==> src/rtl/piso_tx_pkg.sv <==
// piso_tx_pkg: shared FSM state type and counter sizing for the serial transmitter
package piso_tx_pkg;

    typedef enum logic {IDLE = 1'b0, SHIFT = 1'b1} state_t;

    function automatic int cnt_width(input int w);
        return (w > 1) ? $clog2(w) : 1;
    endfunction

endpackage

==> src/rtl/piso_tx_shift_reg_load.sv <==
// shift_reg_load: loadable shift register that presents the outgoing bit and fills with zeros
module shift_reg_load #(
    parameter int WIDTH     = 8,
    parameter bit MSB_FIRST = 1'b1
) (
    input  logic             clk,
    input  logic             rst_n,
    input  logic             i_load,
    input  logic             i_shift,
    input  logic [WIDTH-1:0] i_din,
    output logic             o_bit
);

    logic [WIDTH-1:0] r_q;

    // zero fill empties the register by the end of a frame, so the idle line reads 0
    always_ff @(posedge clk or negedge rst_n) begin
        if (!rst_n)
            r_q <= '0;
        else if (i_load)
            r_q <= i_din;
        else if (i_shift)
            r_q <= MSB_FIRST ? {r_q[WIDTH-2:0], 1'b0} : {1'b0, r_q[WIDTH-1:1]};
    end

    assign o_bit = MSB_FIRST ? r_q[WIDTH-1] : r_q[0];

endmodule

==> src/rtl/piso_tx.sv <==
// piso_tx: valid/ready word intake, shifted out one bit per clock with start/end strobes
module piso_tx
    import piso_tx_pkg::*;
#(
    parameter int WIDTH     = 8,
    parameter bit MSB_FIRST = 1'b1
) (
    input  logic             clk,
    input  logic             async_reset_n,
    input  logic [WIDTH-1:0] din,
    input  logic             din_valid,
    output logic             din_ready,
    output logic             sout,
    output logic             sout_valid,
    output logic             frame_start,
    output logic             frame_end
);

    localparam int            CW   = cnt_width(WIDTH);
    localparam logic [CW-1:0] LAST = CW'(WIDTH - 1);

    state_t        r_state, w_state_nxt;
    logic [CW-1:0] r_cnt, w_cnt_nxt;
    logic          r_valid, r_start, r_end;
    logic          w_last, w_accept;

    always_comb begin
        w_last      = (r_state == SHIFT) && (r_cnt == LAST);
        din_ready   = (r_state == IDLE) || w_last;
        w_accept    = din_valid && din_ready;
        w_state_nxt = w_accept ? SHIFT : (w_last ? IDLE : r_state);
        w_cnt_nxt   = (w_accept || w_last) ? '0 : ((r_state == SHIFT) ? r_cnt + 1'b1 : r_cnt);
    end

    // strobes are computed from the next state so they line up with the bit they frame
    always_ff @(posedge clk or negedge async_reset_n) begin
        if (!async_reset_n) begin
            r_state <= IDLE;
            r_cnt   <= '0;
            r_valid <= 1'b0;
            r_start <= 1'b0;
            r_end   <= 1'b0;
        end else begin
            r_state <= w_state_nxt;
            r_cnt   <= w_cnt_nxt;
            r_valid <= (w_state_nxt == SHIFT);
            r_start <= w_accept;
            r_end   <= (w_state_nxt == SHIFT) && (w_cnt_nxt == LAST);
        end
    end

    shift_reg_load #(
        .WIDTH    (WIDTH),
        .MSB_FIRST(MSB_FIRST)
    ) u_sr (
        .clk    (clk),
        .rst_n  (async_reset_n),
        .i_load (w_accept),
        .i_shift(r_state == SHIFT),
        .i_din  (din),
        .o_bit  (sout)
    );

    assign sout_valid  = r_valid;
    assign frame_start = r_start;
    assign frame_end   = r_end;

endmodule

==> config.mk <==
export PLATFORM = sky130hd
export DESIGN_NAME = piso_tx
export DESIGN_NICKNAME = d
export VERILOG_FILES = /design/src/rtl/piso_tx_pkg.sv /design/src/rtl/piso_tx_shift_reg_load.sv /design/src/rtl/piso_tx.sv
export SDC_FILE = /design/constraint.sdc
export NUM_CORES = 1
export LEC_CHECK = 0
export BUFFER_PORTS_ARGS = -buffer_cell sky130_fd_sc_hd__buf_4
export CAP_MARGIN = 10
export CORE_MARGIN = 4
export CORE_UTILIZATION = 45
export CTS_CLUSTER_DIAMETER = 50
export DETAILED_ROUTE_END_ITERATION = 8
export PLACE_DENSITY = 0.64
export SYNTH_ARGS = -nofsm -noshare
export SYNTH_HDL_FRONTEND = slang
export SYNTH_SLANG_ARGS = --single-unit
==> constraint.sdc <==
create_clock -name clk -period 4.4 [get_ports clk]
set_clock_uncertainty 0.2 [all_clocks]
set_input_delay 0.88 -clock clk [delete_from_list [all_inputs] [get_ports clk]]
set_output_delay 0.88 -clock clk [all_outputs]
set_load 0.1 [all_outputs]
==> impl_metrics.json <==
{
  "status": "finished, final reports clean",
  "crit_chain": "ha_1 -> ha_1 -> nand2b_2 -> buf_4",
  "routabilityCongestion": 0.6600,
  "dieArea_um2": 2243,
  "fill_cells": 127,
  "yosys-top-cells-area": "dfrtp_1 (50%), o221a_2 (9.7%), a211o_1 (8.8%)",
  "endpoint_kind": "primary output",
  "path_max_fanout": 14,
  "postSynthNetCount": 72,
  "syn_inst": 59,
  "critPathTopFamily": "adder cells",
  "p_switching_w": 0.0002576,
  "cts_buffer_depth": 2,
  "yosysTopAreaCell": "dfrtp_1",
  "synth_area_per_cell_um2": 11.81,
  "synthesis.area_um2": 696.9,
  "combPwrFrac": 0.492,
  "cts_setup_buffers": 0,
  "vdd_drop_max_v": 0.0003486,
  "worstMarginPinSlew_ps": 636.2,
  "postRouteAntennaNets": 0,
  "tns_ps": 0,
  "required_ps": 3320,
  "r2r_slack_ps": 2520,
  "overflow": 0,
  "drv_slew": 0,
  "path_clk_slew_ps": 80,
  "multi_input_area_um2": 289.0,
  "critPathMaxStageDelay_ps": 410,
  "power.share.clock": 0.122,
  "drt_wl_total_mm": 1.349,
  "grt_max_degree": 22,
  "critPathSlowestCell": "dfrtp_1",
  "seq_power_share": 0.386,
  "routed_via_density": 5.932,
  "wl_per_cell_um": 15.33,
  "power.total_w": 0.0005690,
  "finalCriticalPeriod_ps": 2825,
  "die_y_um": 47.36,
  "numCtsBuffers": 3,
  "slew-limit-headroom": 0.5758,
  "num_vias": 522,
  "arrival_ps": 1740,
  "place.port_buffers": 15,
  "p_leak_nw": 0.4064,
  "worst_r2r_path_depth": 5,
  "start_util": 0.5041,
  "track_usage": 0.1473,
  "post-route-drc-count": 0,
  "r2r-end": "u_sr.r_q[5]",
  "core.rowCount": 13,
  "cp-start-kind": "flop",
  "cts_hold_buf": 0,
  "critical_path_buf_inv_count": 1,
  "grt_pass1_vias": 504,
  "criticalPathCategory": "reg2out",
  "yosys_warnings": 0,
  "hpwlAfterDp_um": 939.2,
  "fin_nets": 88,
  "worst_skew_pair.late_latency_ps": 270,
  "cts_resized": 0,
  "dr.pass1.iters": 2,
  "maxCapViolations": 0,
  "period_share": 0.6420,
  "yosysSeqAreaShare": 0.5027,
  "cts_tree": "built",
  "grt_setup_unrepaired": "no",
  "core_um2": 1383,
  "fmax_mhz": 354.0,
  "antenna_found_initial": 0,
  "p_per_area_nw_per_um2": 704.0,
  "ys_types": 19,
  "grt_pass1_wl_mm": 2.270,
  "num_antenna_cells": 0,
  "crit_top_cell": "ha_1",
  "pin_count": 16,
  "yosysTopAreaCellShare": 0.5027,
  "drtIter0Drc": 11,
  "fp.dieW_um": 47.36,
  "p_int_w": 0.0003114,
  "drive_gt1_frac": 0.3562,
  "clock_sinks": 14,
  "worstHoldPathType": "in2async",
  "setup-violations-final": 0,
  "r2r-start": "r_cnt[0]",
  "hold_viol": 0,
  "root_buffer": "clkbuf_4",
  "seq_area_um2": 350.3,
  "area_growth_pct": 15.98,
  "synth-seq-cells": 14,
  "switching_share": 0.4527,
  "htreeDepth": 1
}
synthesized netlist by cell type:
library cell and number:
o21ai_0 2, ha_1 2, inv_1 4, buf_2 1
buf_6 2, nor3_1 1, nand3_1 1, o221a_1 1
nor2b_1 7, nand2b_1 2, buf_8 1, nand2_2 1
dfrtp_1 14, a211o_1 7, nor2_1 1, nand2b_2 1
o221a_2 6, nand2_1 3, o32ai_1 2
layout by cell type (no fill, tap or decap):
master,netlist,final
ha_1,2,2
dfrtp_1,14,14
a211o_1,7,7
nor3_1,1,1
clkbuf_4,0,3
o221a_1,1,1
buf_4,0,15
inv_1,4,4
nor2_1,1,1
nor2b_1,7,7
nand2b_1,2,2
o21ai_0,2,2
o221a_2,6,6
nand2_2,1,1
nand2b_2,1,1
nand2_1,3,3
nand3_1,1,1
o32ai_1,2,2
state kept, by name (all words and copies together) (netlist names):
name / flops
r_cnt: 3
u_sr.r_q: 8
sout_valid: 1
frame_end: 1
frame_start: 1
kinds of logic (layout without fill, tap and decap cells):
kind of cell | count (synthesis) | after routing | share of synthesized area
buffers and inverters | 8 | 22 | 0.08256
adder cells (fa/ha/maj) | 2 | 2 | 0.03590
AO/OA/AOI/OAI | 18 | 18 | 0.2406
AND/OR/NAND/NOR | 17 | 17 | 0.1382
flip-flops | 14 | 14 | 0.5027
power groups by stage:
| stage | logic, W | clock network (W) | registers [W] |
|---|---|---|---|
| 2_1_floorplan | 0.000189 | 0 | 0.000266 |
| 3_3_place_gp | 0.000277 | 0 | 0.000220 |
| 3_5_place_dp | 0.000280 | 0 | 0.000222 |
| 4_1_cts | 0.000283 | 0.0000730 | 0.000219 |
| 5_1_grt | 0.000307 | 0.0000788 | 0.000228 |
| 6_report | 0.000280 | 0.0000695 | 0.000219 |
stage by stage:
stage	setup slack, ps	cell area [um^2]	cells	utilization	hold WS, ps
2_1_floorplan	1934	696.9	59	-	252.7
3_3_place_gp	1922	785.8	85	0.5683	268.9
3_5_place_dp	1881	785.8	85	0.5683	281.7
4_1_cts	1566	808.3	88	0.5846	238.7
5_1_grt	1482	808.3	88	0.5846	230.1
6_report	1575	808.3	88	0.5846	239.8
worst max-delay path by stage:
stage,slack (ps),cells past startpoint,end,startpoint
2_1_floorplan,1930,2,din_ready,sout_valid
3_3_place_gp,1920,4,din_ready,r_cnt[0]
3_5_place_dp,1880,4,din_ready,r_cnt[0]
4_1_cts,1570,4,din_ready,r_cnt[0]
5_1_grt,1480,2,din_ready,sout_valid
6_report,1580,4,din_ready,r_cnt[0]
area by class of cell:
cell class,count,area share
inverter,4,0.01858
multi-input combinational,37,0.3576
timing repair buffer,15,0.1393
sequential,14,0.4334
tap,15,0.02322
clock buffer,3,0.02786
layer usage:
metal	vias to the layer above	wire length (um)	track usage
met5	-	0	0
met3	0	104	0.05747
met1	256	658	0.1874
met4	0	0	0.03315
met2	15	586	0.2353
li1	251	-	-
No activity file was read; power rests on OpenSTA's default activity.
